==> src/rtl/apb_master_port_if.sv <==
// rtl/apb_master_port_if.sv - request/response channel and APB bus bundle for apb_master_port
//
// Purpose: groups the requester-side valid/ready channels and the APB
// initiator signals into one bundle so the port and its environment share
// a single connection point.
//
// Modports:
//   master - the APB initiator (apb_master_port): drives req_ready_o, rsp_*,
//            PADDR/PWDATA/PWRITE/PSEL/PENABLE; samples req_*, rsp_ready_i,
//            PRDATA/PREADY/PSLVERR.
//   slave  - the environment: the requester, the response consumer and the
//            APB slave, with every direction reversed.
//
// APB_ADDR_WIDTH must match the value given to apb_master_port.

interface apb_master_port_if #(
    parameter int APB_ADDR_WIDTH = 12
);
    // Request channel
    logic                      req_valid_i;
    logic                      req_ready_o;
    logic [APB_ADDR_WIDTH-1:0] req_addr_i;
    logic [31:0]               req_wdata_i;
    logic                      req_write_i;

    // Response channel
    logic                      rsp_valid_o;
    logic                      rsp_ready_i;
    logic [31:0]               rsp_rdata_o;
    logic                      rsp_err_o;
    logic                      rsp_timeout_o;

    // APB bus
    logic [APB_ADDR_WIDTH-1:0] PADDR;
    logic [31:0]               PWDATA;
    logic                      PWRITE;
    logic                      PSEL;
    logic                      PENABLE;
    logic [31:0]               PRDATA;
    logic                      PREADY;
    logic                      PSLVERR;

    modport master (
        input  req_valid_i,
        output req_ready_o,
        input  req_addr_i,
        input  req_wdata_i,
        input  req_write_i,
        output rsp_valid_o,
        input  rsp_ready_i,
        output rsp_rdata_o,
        output rsp_err_o,
        output rsp_timeout_o,
        output PADDR,
        output PWDATA,
        output PWRITE,
        output PSEL,
        output PENABLE,
        input  PRDATA,
        input  PREADY,
        input  PSLVERR
    );

    modport slave (
        output req_valid_i,
        input  req_ready_o,
        output req_addr_i,
        output req_wdata_i,
        output req_write_i,
        input  rsp_valid_o,
        output rsp_ready_i,
        input  rsp_rdata_o,
        input  rsp_err_o,
        input  rsp_timeout_o,
        input  PADDR,
        input  PWDATA,
        input  PWRITE,
        input  PSEL,
        input  PENABLE,
        output PRDATA,
        output PREADY,
        output PSLVERR
    );

endinterface

==> src/rtl/apb_master_port.sv <==
// rtl/apb_master_port.sv - single-outstanding APB initiator with wait-state timeout
//
// Purpose: accepts one request at a time on a valid/ready channel, runs it
// as an APB SETUP/ACCESS transfer and returns the result on a valid/ready
// response channel. A hung slave (PREADY held low) is aborted after
// TIMEOUT_CYCLES ACCESS cycles and reported as an error with
// rsp_timeout_o set.
//
// Parameters:
//   APB_ADDR_WIDTH - width of PADDR / req_addr_i
//   TIMEOUT_CYCLES - ACCESS cycles with PREADY low before abort, 0 = never
//   CNT_WIDTH      - wait counter width, 2**CNT_WIDTH > TIMEOUT_CYCLES
//
// Ports:
//   HCLK    - clock
//   HRESET  - asynchronous active-high reset
//   bus     - apb_master_port_if.master: request channel (req_*), response
//             channel (rsp_*) and the APB initiator signals (P*)
//
// Latency: a request accepted in cycle T gives PSEL in T+1, PENABLE in T+2
// and, with no wait states, rsp_valid_o in T+3. Everything except
// req_ready_o comes straight from flops.

module apb_master_port #(
    parameter int APB_ADDR_WIDTH = 12,
    parameter int TIMEOUT_CYCLES = 256,
    parameter int CNT_WIDTH      = 9
) (
    input  logic              HCLK,
    input  logic              HRESET,
    apb_master_port_if.master bus
);

    typedef enum logic [1:0] {
        IDLE   = 2'd0,
        SETUP  = 2'd1,
        ACCESS = 2'd2,
        RESP   = 2'd3
    } state_t;

    localparam bit                   TIMEOUT_EN   = (TIMEOUT_CYCLES != 0);
    localparam logic [CNT_WIDTH-1:0] TIMEOUT_LAST =
        CNT_WIDTH'(TIMEOUT_EN ? TIMEOUT_CYCLES - 1 : 0);
    localparam logic [CNT_WIDTH-1:0] CNT_MAX      = '1;

    state_t                    state;
    logic [CNT_WIDTH-1:0]      wait_cnt;
    logic [APB_ADDR_WIDTH-1:0] paddr;
    logic [31:0]               pwdata;
    logic                      pwrite;
    logic                      psel;
    logic                      penable;
    logic                      rsp_valid;
    logic [31:0]               rsp_rdata;
    logic                      rsp_err;
    logic                      rsp_timeout;
    logic                      timeout_hit;

    // wait_cnt counts completed ACCESS cycles with PREADY low, so the
    // TIMEOUT_CYCLES-th such cycle is the one where it equals TIMEOUT_LAST.
    assign timeout_hit = TIMEOUT_EN && (wait_cnt == TIMEOUT_LAST);

    // Gated with HRESET so the requester never sees ready during reset,
    // while still being high in the very first cycle after release.
    assign bus.req_ready_o = (state == IDLE) && !HRESET;

    always_ff @(posedge HCLK or posedge HRESET) begin
        if (HRESET) begin
            state       <= IDLE;
            wait_cnt    <= '0;
            paddr       <= '0;
            pwdata      <= '0;
            pwrite      <= 1'b0;
            psel        <= 1'b0;
            penable     <= 1'b0;
            rsp_valid   <= 1'b0;
            rsp_rdata   <= '0;
            rsp_err     <= 1'b0;
            rsp_timeout <= 1'b0;
        end else begin
            case (state)
                IDLE: begin
                    // req_ready_o is high throughout IDLE once out of reset
                    if (bus.req_valid_i) begin
                        paddr   <= bus.req_addr_i;
                        pwdata  <= bus.req_wdata_i;
                        pwrite  <= bus.req_write_i;
                        psel    <= 1'b1;
                        penable <= 1'b0;
                        state   <= SETUP;
                    end
                end

                SETUP: begin
                    penable  <= 1'b1;
                    wait_cnt <= '0;
                    state    <= ACCESS;
                end

                ACCESS: begin
                    // Completion is tested first so a PREADY arriving on the
                    // threshold cycle finishes the transfer normally.
                    if (bus.PREADY) begin
                        psel        <= 1'b0;
                        penable     <= 1'b0;
                        rsp_rdata   <= pwrite ? 32'd0 : bus.PRDATA;
                        rsp_err     <= bus.PSLVERR;
                        rsp_timeout <= 1'b0;
                        rsp_valid   <= 1'b1;
                        state       <= RESP;
                    end else if (timeout_hit) begin
                        psel        <= 1'b0;
                        penable     <= 1'b0;
                        rsp_rdata   <= 32'd0;
                        rsp_err     <= 1'b1;
                        rsp_timeout <= 1'b1;
                        rsp_valid   <= 1'b1;
                        state       <= RESP;
                    end else if (wait_cnt != CNT_MAX) begin
                        // Saturates so a disabled timeout never wraps into
                        // a false match.
                        wait_cnt <= wait_cnt + 1'b1;
                    end
                end

                RESP: begin
                    // rsp_rdata is left as is; only the flags are cleared.
                    if (bus.rsp_ready_i) begin
                        rsp_valid   <= 1'b0;
                        rsp_err     <= 1'b0;
                        rsp_timeout <= 1'b0;
                        state       <= IDLE;
                    end
                end

                default: begin
                    state <= IDLE;
                end
            endcase
        end
    end

    assign bus.PADDR         = paddr;
    assign bus.PWDATA        = pwdata;
    assign bus.PWRITE        = pwrite;
    assign bus.PSEL          = psel;
    assign bus.PENABLE       = penable;
    assign bus.rsp_valid_o   = rsp_valid;
    assign bus.rsp_rdata_o   = rsp_rdata;
    assign bus.rsp_err_o     = rsp_err;
    assign bus.rsp_timeout_o = rsp_timeout;

endmodule

==> src/flat_wrapper.sv <==
// flat-port wrapper written by rule: the top's interface ports become plain ports
module apb_master_port_flat 
#(
    parameter int APB_ADDR_WIDTH = 12,
    parameter int TIMEOUT_CYCLES = 256,
    parameter int CNT_WIDTH      = 9
)
  (HCLK, HRESET, bus_req_valid_i, bus_req_ready_o, bus_req_addr_i, bus_req_wdata_i, bus_req_write_i, bus_rsp_valid_o, bus_rsp_ready_i, bus_rsp_rdata_o, bus_rsp_err_o, bus_rsp_timeout_o, bus_PADDR, bus_PWDATA, bus_PWRITE, bus_PSEL, bus_PENABLE, bus_PRDATA, bus_PREADY, bus_PSLVERR);
  apb_master_port_if #(.APB_ADDR_WIDTH(APB_ADDR_WIDTH)) bus_i ();
  input  logic HCLK;
  input  logic HRESET;
  input wire logic [$bits(bus_i.req_valid_i)-1:0] bus_req_valid_i;
  output wire logic [$bits(bus_i.req_ready_o)-1:0] bus_req_ready_o;
  input wire logic [$bits(bus_i.req_addr_i)-1:0] bus_req_addr_i;
  input wire logic [$bits(bus_i.req_wdata_i)-1:0] bus_req_wdata_i;
  input wire logic [$bits(bus_i.req_write_i)-1:0] bus_req_write_i;
  output wire logic [$bits(bus_i.rsp_valid_o)-1:0] bus_rsp_valid_o;
  input wire logic [$bits(bus_i.rsp_ready_i)-1:0] bus_rsp_ready_i;
  output wire logic [$bits(bus_i.rsp_rdata_o)-1:0] bus_rsp_rdata_o;
  output wire logic [$bits(bus_i.rsp_err_o)-1:0] bus_rsp_err_o;
  output wire logic [$bits(bus_i.rsp_timeout_o)-1:0] bus_rsp_timeout_o;
  output wire logic [$bits(bus_i.PADDR)-1:0] bus_PADDR;
  output wire logic [$bits(bus_i.PWDATA)-1:0] bus_PWDATA;
  output wire logic [$bits(bus_i.PWRITE)-1:0] bus_PWRITE;
  output wire logic [$bits(bus_i.PSEL)-1:0] bus_PSEL;
  output wire logic [$bits(bus_i.PENABLE)-1:0] bus_PENABLE;
  input wire logic [$bits(bus_i.PRDATA)-1:0] bus_PRDATA;
  input wire logic [$bits(bus_i.PREADY)-1:0] bus_PREADY;
  input wire logic [$bits(bus_i.PSLVERR)-1:0] bus_PSLVERR;
  assign bus_i.req_valid_i = bus_req_valid_i;
  assign bus_req_ready_o = bus_i.req_ready_o;
  assign bus_i.req_addr_i = bus_req_addr_i;
  assign bus_i.req_wdata_i = bus_req_wdata_i;
  assign bus_i.req_write_i = bus_req_write_i;
  assign bus_rsp_valid_o = bus_i.rsp_valid_o;
  assign bus_i.rsp_ready_i = bus_rsp_ready_i;
  assign bus_rsp_rdata_o = bus_i.rsp_rdata_o;
  assign bus_rsp_err_o = bus_i.rsp_err_o;
  assign bus_rsp_timeout_o = bus_i.rsp_timeout_o;
  assign bus_PADDR = bus_i.PADDR;
  assign bus_PWDATA = bus_i.PWDATA;
  assign bus_PWRITE = bus_i.PWRITE;
  assign bus_PSEL = bus_i.PSEL;
  assign bus_PENABLE = bus_i.PENABLE;
  assign bus_i.PRDATA = bus_PRDATA;
  assign bus_i.PREADY = bus_PREADY;
  assign bus_i.PSLVERR = bus_PSLVERR;
  apb_master_port #(.APB_ADDR_WIDTH(APB_ADDR_WIDTH), .TIMEOUT_CYCLES(TIMEOUT_CYCLES), .CNT_WIDTH(CNT_WIDTH)) u_core (.HCLK(HCLK), .HRESET(HRESET), .bus(bus_i));
endmodule
==> config.mk <==
export PLATFORM = sky130hd
export DESIGN_NAME = apb_master_port_flat
export DESIGN_NICKNAME = d
export VERILOG_FILES = /design/src/rtl/apb_master_port_if.sv /design/src/rtl/apb_master_port.sv /design/src/flat_wrapper.sv
export SDC_FILE = /design/constraint.sdc
export NUM_CORES = 1
export LEC_CHECK = 0
export ABC_AREA = 0
export CORE_ASPECT_RATIO = 1.5
export CORE_MARGIN = 10
export CORE_UTILIZATION = 38
export CTS_CLUSTER_DIAMETER = 80
export DETAILED_ROUTE_END_ITERATION = 12
export PLACE_DENSITY_LB_ADDON = 0.05
export SYNTH_ARGS = -nofsm -noshare
export SYNTH_HDL_FRONTEND = slang
export SYNTH_SLANG_ARGS = --single-unit
==> constraint.sdc <==
create_clock -name HCLK -period 3.4 [get_ports HCLK]
set_clock_uncertainty 0.15 [all_clocks]
set_input_delay 0.85 -clock HCLK [delete_from_list [all_inputs] [get_ports HCLK]]
set_output_delay 0.85 -clock HCLK [all_outputs]
set_load 0.05 [all_outputs]
==> flow_metrics.tcl, run 1 <==
set metrics [dict create \
    status "completed" \
    hold_buffers 0 \
    viasPerCell 4.95 \
    cts.reportedPaths.clkPinSlew_ns 0.06 \
    slew_headroom_pct 48.6 \
    crit_arrival_ns 1.64 \
    r2r_end "u_core.wait_cnt[4]" \
    r2r_slack_ns 0.95 \
    path_class "in2out" \
    groute.usage.overall_pct 14.8 \
    min_to "u_core.bus.rsp_rdata_o[19]" \
    htreeDepth 3 \
    p_sw_share_pct 46.5 \
    clock_path_buffers 2 \
    wl_per_cell_um 18.3 \
    vias 2884 \
    fillers 854 \
    die_y_um 142 \
    period_share_pct 77.7 \
    rsz0062_at_grt "false" \
    antenna_found_initial 0 \
    drt_pre_antenna_iters 4 \
    syn_to_final_growth_pct 55.0 \
    cts-root-buf "clkbuf_16" \
    grt_max_degree 35 \
    row_count 44 \
    ys_seq_area_share_pct 61.3 \
    fmaxAchievable_mhz 379 \
    numCtsBuffers 9 \
    postCtsSetupBuffers 0 \
    initial_utilization_pct 38.9 \
    routed_wl_um 10700 \
    grt_pass1_wl_um 16600 \
    diodes 0 \
    grt_overflow 0 \
    drtIter0Drc 74 \
    p_clk_share_pct 13.8 \
    die_width_um 102 \
    worstHoldPathCells 2 \
    worstSetupEndpointType "output pin" \
    peakVddDrop_uv 561 \
    worstMarginPinSlew_ns 0.769 \
    multi_input_area_sq_um 1380 \
    die_area_sq_um 14500 \
    clock-sinks 93 \
    internal_power_w 0.00345 \
    pwr-share-comb_pct 57.7 \
    hold_viol 0 \
    synthesis.nets 384 \
    synth_cell_types 27 \
    p_leak_nw 2.52 \
    synth_warnings 0 \
    r2r_cells 7 \
    gp_congestion 0.747 \
    wl_met3_um 890 \
    cp_data_required_time_ns 2.40 \
    finalSetupViolations 0 \
    period_needed_ns 2.64 \
    core_region_area_sq_um 9740 \
    drv_slew 0 \
    dp_hpwl_um 8430 \
    grt_pass1_vias 3054 \
    syn_area_sq_um 3790 \
    syn_inst 294 \
    final_cell_mix "clkdlybuf4s50_1, dfrtp_1, mux2_2" \
    instances_no_fill 583 \
    final_common_cell "clkdlybuf4s50_1" \
    cts_tree "done" \
    ios 166 \
    regArea_sq_um 2330 \
    clkLatencyLatePin_ns 0.33 \
    holdCritPathClass "reg2reg" \
    drc 0 \
    layout.nets 554 \
    top_layer "met4" \
    port_buffers 165 \
    syn_area_per_cell_sq_um 12.9 \
    finalSetupTns_ns 0 \
    drive_gt1_share_pct 16.2 \
    seqPwrFrac_pct 28.5 \
    r2r_start "u_core.wait_cnt[0]" \
    netSwitchingPower_w 0.00300 \
    drv_cap 0 \
    post_cts_resized 0 \
    antenna_left 0 \
    powerDensity_nw_per_um2 1100 \
    wl_met2_um 5560 \
    postSynthRegisterBits 93 \
    critical_path.max_fanout 2 \
    hp-start "u_core.bus.rsp_rdata_o[19]" \
    dp_cells 568 \
    wl_met1_um 4150 \
    worst_setup_path_start_kind "primary input" \
]
==> logic make-up (layout without fill, tap and decap cells) <==
| group | count (synthesis) | after routing | share of synthesized area (%) |
|---|---|---|---|
| adder cells (fa/ha/maj) | 7 | 7 | 2.31 |
| buffers and inverters | 22 | 196 | 2.64 |
| flip-flops | 93 | 93 | 61.3 |
| AO/OA/AOI/OAI | 47 | 47 | 9.10 |
| multiplexers | 53 | 53 | 15.5 |
| AND/OR/NAND/NOR | 72 | 72 | 9.07 |
==> per-stage QoR <==
step | hold WS [ns] | worst slack, ns | cell area (sq um) | power (W) | utilization, %
floorplan | 0.336 | 0.861 | 3800 | 0.00429 | -
global placement | 0.312 | 0.553 | 5620 | 0.00557 | 57.7
detailed placement | 0.319 | 0.519 | 5620 | 0.00563 | 57.7
CTS | 0.334 | 0.744 | 5880 | 0.00655 | 60.3
global route | 0.345 | 0.713 | 5880 | 0.00678 | 60.3
finish | 0.327 | 0.759 | 5880 | 0.00645 | 60.3
==> sequential cells by signal, indices dropped and copies added (netlist names) <==
name / count
u_core.bus.PADDR: 12
u_core.state: 2
u_core.bus.rsp_rdata_o: 32
u_core.bus.rsp_timeout_o: 1
u_core.bus.PWDATA: 32
u_core.bus.PSEL: 1
u_core.bus.rsp_err_o: 1
u_core.bus.PWRITE: 1
u_core.wait_cnt: 9
u_core.bus.rsp_valid_o: 1
u_core.bus.PENABLE: 1
==> synthesized netlist by cell type <==
cell type / count / area share [%]
dfrtp_1: 93 / 61
mux2_2: 47 / 14
nand2_1: 39 / 3.9
a22o_1: 20 / 4.6
o21ai_0: 19 / 2.5
buf_2: 8 / 1.1
inv_1: 8 / 0.79
ha_1: 7 / 2.3
mux2i_1: 6 / 1.6
nand3_1: 6 / 0.79
nor2_1: 6 / 0.59
clkbuf_1: 5 / 0.49
nor2b_1: 5 / 0.82
nand2b_1: 4 / 0.66
a211oi_2: 3 / 0.99
nor3_1: 3 / 0.40
o211ai_1: 3 / 0.59
or4_1: 3 / 0.59
a21o_1: 1 / 0.20
buf_6: 1 / 0.30
nand4_1: 1 / 0.17
nor3_2: 1 / 0.26
nor3b_1: 1 / 0.20
o31ai_1: 1 / 0.20
or2b_1: 1 / 0.20
or3_1: 1 / 0.17
or4b_4: 1 / 0.36
==> power groups by stage <==
stage	registers [W]	logic, W	clock network [W]
after floorplan	0.00344	0.000855	0
after global placement	0.00184	0.00374	0
after detailed placement	0.00186	0.00377	0
after CTS	0.00184	0.00378	0.000926
after global routing	0.00190	0.00391	0.000968
final	0.00184	0.00372	0.000892
==> how the worst max path moves through the flow <==
stage	slack, ns	end	cells past startpoint	startpoint
3_3_place_gp	0.55	u_core.wait_cnt[4]	4	bus_PREADY
2_1_floorplan	0.86	bus_req_ready_o	1	HRESET
4_1_cts	0.74	bus_PWRITE	1	u_core.bus.PWRITE
3_5_place_dp	0.52	u_core.wait_cnt[4]	4	bus_PREADY
6_report	0.76	bus_req_ready_o	3	HRESET
5_1_grt	0.71	bus_req_ready_o	3	HRESET
==> per-layer routing <==
layer,vias up,track usage [%]
li1,1365,-
met1,1421,16.4
met2,93,25.6
met3,5,6.03
met4,0,3.85
met5,-,0
==> layout make-up <==
type	instances	area share [%]
tap	115	2.45
multi-input combinational	179	23.5
sequential	93	39.6
clock buffer	13	4.26
inverter	8	0.575
timing repair buffer	173	29.5
clock inverter	2	0.170
==> critical path: stages <==
cell,delay [ns]
clkdlybuf4s50_1,0.45
nor2b_1,0.13
buf_4,0.20
(Power assumes the default switching activity.)
==> inputs of run 2 (changes only) <==
--- a/config.mk
+++ b/config.mk
@@ -8,7 +8,7 @@
 export ABC_AREA = 0
 export CORE_ASPECT_RATIO = 1.5
 export CORE_MARGIN = 10
-export CORE_UTILIZATION = 38
+export CORE_UTILIZATION = 40
 export CTS_CLUSTER_DIAMETER = 80
 export DETAILED_ROUTE_END_ITERATION = 12
 export PLACE_DENSITY_LB_ADDON = 0.05
==> constraint.sdc (replaced) <==
create_clock -name HCLK -period 2.75 [get_ports HCLK]
set_clock_uncertainty 0.15 [all_clocks]
set_input_delay 0.6875 -clock HCLK [delete_from_list [all_inputs] [get_ports HCLK]]
set_output_delay 0.6875 -clock HCLK [all_outputs]
set_load 0.05 [all_outputs]
==> run 2 against run 1 <==
Net effect: design area up 1.9%; utilization up 4.4 points; combinational power up 24%; hold slack better by 0.0028 ns; setup slack worse by 0.47 ns; sequential share of layout area down 0.74 points; first-iteration DRC count down 5.4%; flip-flop and latch count unchanged; register-to-register slack worse by 0.66 ns; critical path type is now reg2reg; critical endpoint is now u_core.wait_cnt[3].
==> flow_metrics.tcl, run 2 (synthesis results as in run 1) <==
set metrics [dict create \
    worstSetupEndpointType "flop" \
    cts_tree "done" \
    wl_per_cell_um 18.1 \
    r2r_start "u_core.wait_cnt[0]" \
    grt_pass1_wl_um 16800 \
    grt_max_degree 94 \
    critical_path.max_fanout 13 \
    clock_path_buffers 2 \
    fmaxAchievable_mhz 406 \
    worst_setup_path_start_kind "flop" \
    status "completed" \
    peakVddDrop_uv 805 \
    period_needed_ns 2.46 \
    core_region_area_sq_um 9250 \
    postCtsSetupBuffers 0 \
    row_count 43 \
    cp_data_required_time_ns 2.87 \
    hold_viol 0 \
    viasPerCell 4.92 \
    final_common_cell "clkdlybuf4s50_1" \
    cts.reportedPaths.clkPinSlew_ns 0.06 \
    clock-sinks 93 \
    startpoint "u_core.wait_cnt[0]" \
    final_cell_mix "clkdlybuf4s50_1, dfrtp_1, mux2_2" \
    clkLatencyLatePin_ns 0.34 \
    numCtsBuffers 9 \
    drv_slew 0 \
    drt_pre_antenna_iters 5 \
    slowest_stage "or4b_4" \
    slew_headroom_pct 61.6 \
    die_area_sq_um 13900 \
    hold_buffers 0 \
    p_leak_nw 2.57 \
    finalSetupTns_ns 0 \
    gp_congestion 0.728 \
    layout.nets 554 \
    wl_met3_um 836 \
    rsz0062_at_grt "false" \
    groute.usage.overall_pct 15.2 \
    crit_chain "ha_1, nand3_1, nor2_1, ha_1, or4b_4, or4_1, nand2_1" \
    die_y_um 139 \
    r2r_slack_ns 0.29 \
    ios 166 \
    routed_wl_um 10500 \
    period_share_pct 89.5 \
    port_buffers 165 \
    wl_met2_um 5230 \
    wl_met1_um 4320 \
    powerDensity_nw_per_um2 1400 \
    drive_gt1_share_pct 16.8 \
    grt_pass1_vias 3027 \
    syn_to_final_growth_pct 57.9 \
    grt_overflow 0 \
    antenna_found_initial 0 \
    drv_cap 0 \
    cts-root-buf "clkbuf_16" \
    dp_hpwl_um 7900 \
    r2r_end "u_core.wait_cnt[3]" \
    critPathMaxStageDelay_ns 0.60 \
    crit_arrival_ns 2.58 \
    vias 2860 \
    holdCritPathClass "reg2reg" \
    worstMarginPinSlew_ns 0.577 \
    post_cts_resized 0 \
    initial_utilization_pct 41.0 \
    top_layer "met4" \
    path_class "reg2reg" \
    finalSetupViolations 0 \
    drtIter0Drc 70 \
    antenna_left 0 \
    utilization_pct 64.7 \
    htreeDepth 3 \
    drc 0 \
    r2r_cells 7 \
    cp_common_cell "ha_1" \
    cp-endpoint "u_core.wait_cnt[3]" \
    diodes 0 \
    die_width_um 99.5 \
]
==> run 2: cell count changes in the layout (fill, tap and decap cells not counted), sizes merged <==
cell	delta
clkinv	-1
clkbuf	-3
inv	+1
bufinv	+4
==> run 2: how the worst min path moves through the flow <==
stage                                from                    endpoint  slack, ns  cells after the start
2_1_floorplan          u_core.wait_cnt[0]          u_core.wait_cnt[0]       0.34                      1
3_3_place_gp   u_core.bus.rsp_rdata_o[26]  u_core.bus.rsp_rdata_o[26]       0.31                      2
3_5_place_dp       u_core.bus.rsp_valid_o      u_core.bus.rsp_valid_o       0.32                      1
4_1_cts        u_core.bus.rsp_rdata_o[20]  u_core.bus.rsp_rdata_o[20]       0.33                      2
5_1_grt            u_core.bus.rsp_valid_o      u_core.bus.rsp_valid_o       0.34                      1
6_report       u_core.bus.rsp_rdata_o[25]  u_core.bus.rsp_rdata_o[25]       0.33                      2
==> run 2: routing by layer <==
layer | track usage, % | vias up
li1 | - | 1365
met1 | 17.5 | 1384
met2 | 24.9 | 102
met3 | 6.59 | 9
met4 | 4.09 | 0
met5 | 0 | -
==> run 2: final cells by class <==
cell class / instances / area, sq um
Clock inverter: 6 / 134
Fill cell: 753 / 3260
Timing Repair Buffer: 173 / 1750
Tap cell: 112 / 140
Sequential cell: 93 / 2330
Inverter: 8 / 33.8
Clock buffer: 10 / 229
Multi-Input combinational cell: 179 / 1380
==> run 2: critical path: cells and delay by family (launching register included) <==
family	cells	cell delay, ns
flops	1	0.41
fa+ha+maj	2	0.50
simple gates	5	1.33
==> run 2: report_power, final <==
group	internal, W	switching [W]
Clock	0.000983	0.000523
Combinational	0.00169	0.00293
Sequential	0.00196	0.000314
Total	0.00464	0.00376
==> run 2: stage by stage <==
stage | cell area (sq um) | std cells | power [W] | worst slack, ns | hold WS, ns
final | 5990 | 581 | 0.00840 | 0.290 | 0.330
after detailed placement | 5630 | 565 | 0.00697 | 0.182 | 0.315
after floorplan | 3800 | 294 | 0.00531 | 0.470 | 0.336
after CTS | 5990 | 581 | 0.00851 | 0.255 | 0.335
after global routing | 5990 | 581 | 0.00881 | 0.172 | 0.343
after global placement | 5630 | 565 | 0.00690 | 0.213 | 0.312
==> inputs of run 3 (changes only) <==
--- a/config.mk
+++ b/config.mk
@@ -6,7 +6,7 @@
 export NUM_CORES = 1
 export LEC_CHECK = 0
 export ABC_AREA = 0
-export CORE_ASPECT_RATIO = 1.5
+export CORE_ASPECT_RATIO = 1.25
 export CORE_MARGIN = 10
 export CORE_UTILIZATION = 40
 export CTS_CLUSTER_DIAMETER = 80
==> run 3 against run 2 <==
Net effect: setup slack improved by 0.00097 ns; clock power is 20% lower; register-to-register slack about the same; largest power group unchanged; die area decreased by 0.41%; sequential share of layout area up 0.39 points; critical endpoint is now bus_req_ready_o; highest routed layer unchanged; non-clock buffer count increased by 1; utilization fell by 0.43 points; final cell count increased by 1.7%; clock-buffer cell count increased by 2; largest cell class unchanged.
==> flow_metrics.tcl, run 3 (synthesis results as in run 1) <==
set metrics [dict create \
    drt_pre_antenna_iters 4 \
    clkLatencyLatePin_ns 0.33 \
    drv_cap 0 \
    worstMarginPinSlew_ns 0.569 \
    pwr-share-comb_pct 57.0 \
    p_leak_nw 2.54 \
    rsz0062_at_grt "false" \
    cp_data_required_time_ns 1.91 \
    htreeDepth 3 \
    dp_hpwl_um 8120 \
    critical_path.max_fanout 6 \
    worst_setup_path_start_kind "flop" \
    grt_pass1_vias 3059 \
    die_y_um 129 \
    die_area_sq_um 13800 \
    gp_congestion 0.750 \
    row_count 39 \
    crit_arrival_ns 1.62 \
    clock-sinks 93 \
    fmaxAchievable_mhz 407 \
    r2r_cells 7 \
    numCtsBuffers 9 \
    path_class "reg2out" \
    instances_no_fill 591 \
    routed_wl_um 10600 \
    groute.usage.overall_pct 15.1 \
    period_needed_ns 2.46 \
    vias 2862 \
    cts_tree "done" \
    status "completed" \
    final_cell_mix "clkdlybuf4s50_1, dfrtp_1, mux2_2" \
    period_share_pct 89.4 \
    powerDensity_nw_per_um2 1370 \
    ios 166 \
    diodes 0 \
    peakVddDrop_uv 703 \
    internal_power_w 0.00437 \
    hold_viol 0 \
    cts.reportedPaths.clkPinSlew_ns 0.06 \
    slowest_stage "dfrtp_1" \
    initial_utilization_pct 41.1 \
    p_sw_share_pct 46.0 \
    drc 0 \
    preCtsSetupSlack_ns 0.214 \
    post_cts_resized 0 \
    postCtsSetupBuffers 0 \
    drtIter0Drc 66 \
    port_buffers 165 \
    fillers 721 \
    cts-root-buf "clkbuf_16" \
    grt_max_degree 59 \
    worstHoldPathCells 2 \
    grt_pass1_wl_um 16400 \
    p_clk_share_pct 14.9 \
    wl_per_cell_um 18.0 \
    layout.nets 555 \
    syn_to_final_growth_pct 56.3 \
    finalSetupViolations 0 \
    setup_ws_ns 0.291 \
    final_common_cell "clkdlybuf4s50_1" \
    netSwitchingPower_w 0.00373 \
    antenna_left 0 \
    clock_path_buffers 2 \
    worstSetupEndpointType "output pin" \
    drive_gt1_share_pct 16.5 \
    die_width_um 107 \
    grt_overflow 0 \
    slew_headroom_pct 61.9 \
    dp_cells 577 \
    core_region_area_sq_um 9220 \
    holdCritPathClass "reg2reg" \
    utilization_pct 64.3 \
    hold_buffers 0 \
    finalSetupTns_ns 0 \
    drv_slew 0 \
    critPathMaxStageDelay_ns 0.40 \
    antenna_found_initial 0 \
    crit_chain "inv_1, ha_1, nor2b_1, buf_12" \
    seqPwrFrac_pct 28.1 \
    viasPerCell 4.84 \
    report.power.total_w 0.00810 \
]
[run 3: critical path, delay by kind of cell, from the launching register on]
kind	cells	cell delay, ns
DFF	1	0.40
adders and majority gates	1	0.32
and+or+nand+nor	1	0.29
buffers and inverters	2	0.28
[run 3: area by class of cell]
| class | instances | area, sq um | area share, % |
|---|---|---|---|
| Timing Repair Buffer | 174 | 1750 | 29.6 |
| Inverter | 8 | 33.8 | 0.570 |
| Clock inverter | 2 | 35.0 | 0.591 |
| Clock buffer | 12 | 246 | 4.16 |
| Multi-Input combinational cell | 179 | 1380 | 23.3 |
| Sequential cell | 93 | 2330 | 39.2 |
| Tap cell | 123 | 154 | 2.59 |
[run 3: routing by layer]
layer | GRT usage, % | wire length (um)
met5 | 0 | 0
met2 | 24.0 | 5160
met4 | 6.07 | 162
met1 | 17.0 | 4070
met3 | 7.39 | 1230
[run 3: path summary, 6_finish.rpt]
kind	startpoint	slack, ns	endpoint
min	u_core.bus.rsp_rdata_o[28]	0.33	u_core.bus.rsp_rdata_o[28]
max	u_core.state[0]	0.29	bus_req_ready_o
min in group asynchronous	HRESET	0.60	u_core.bus.PWDATA[29]
max reg2reg	u_core.wait_cnt[0]	0.29	u_core.wait_cnt[4]
max in group asynchronous	HRESET	1.23	u_core.wait_cnt[6]
min reg2reg	u_core.bus.rsp_rdata_o[28]	0.33	u_core.bus.rsp_rdata_o[28]
[run 3: power by group through the flow]
stage	Clock (W)	Combinational (W)	Sequential [W]
2_1_floorplan	0	0.00106	0.00425
3_3_place_gp	0	0.00464	0.00227
3_5_place_dp	0	0.00468	0.00230
4_1_cts	0.00124	0.00469	0.00228
5_1_grt	0.00130	0.00486	0.00235
6_report	0.00121	0.00462	0.00228
[run 3: metrics by stage]
step	hold slack (ns)	cell area [sq um]
finish	0.328	5930
global route	0.357	5930
CTS	0.337	5930
detailed placement	0.322	5650
global placement	0.313	5650
floorplan	0.336	3800
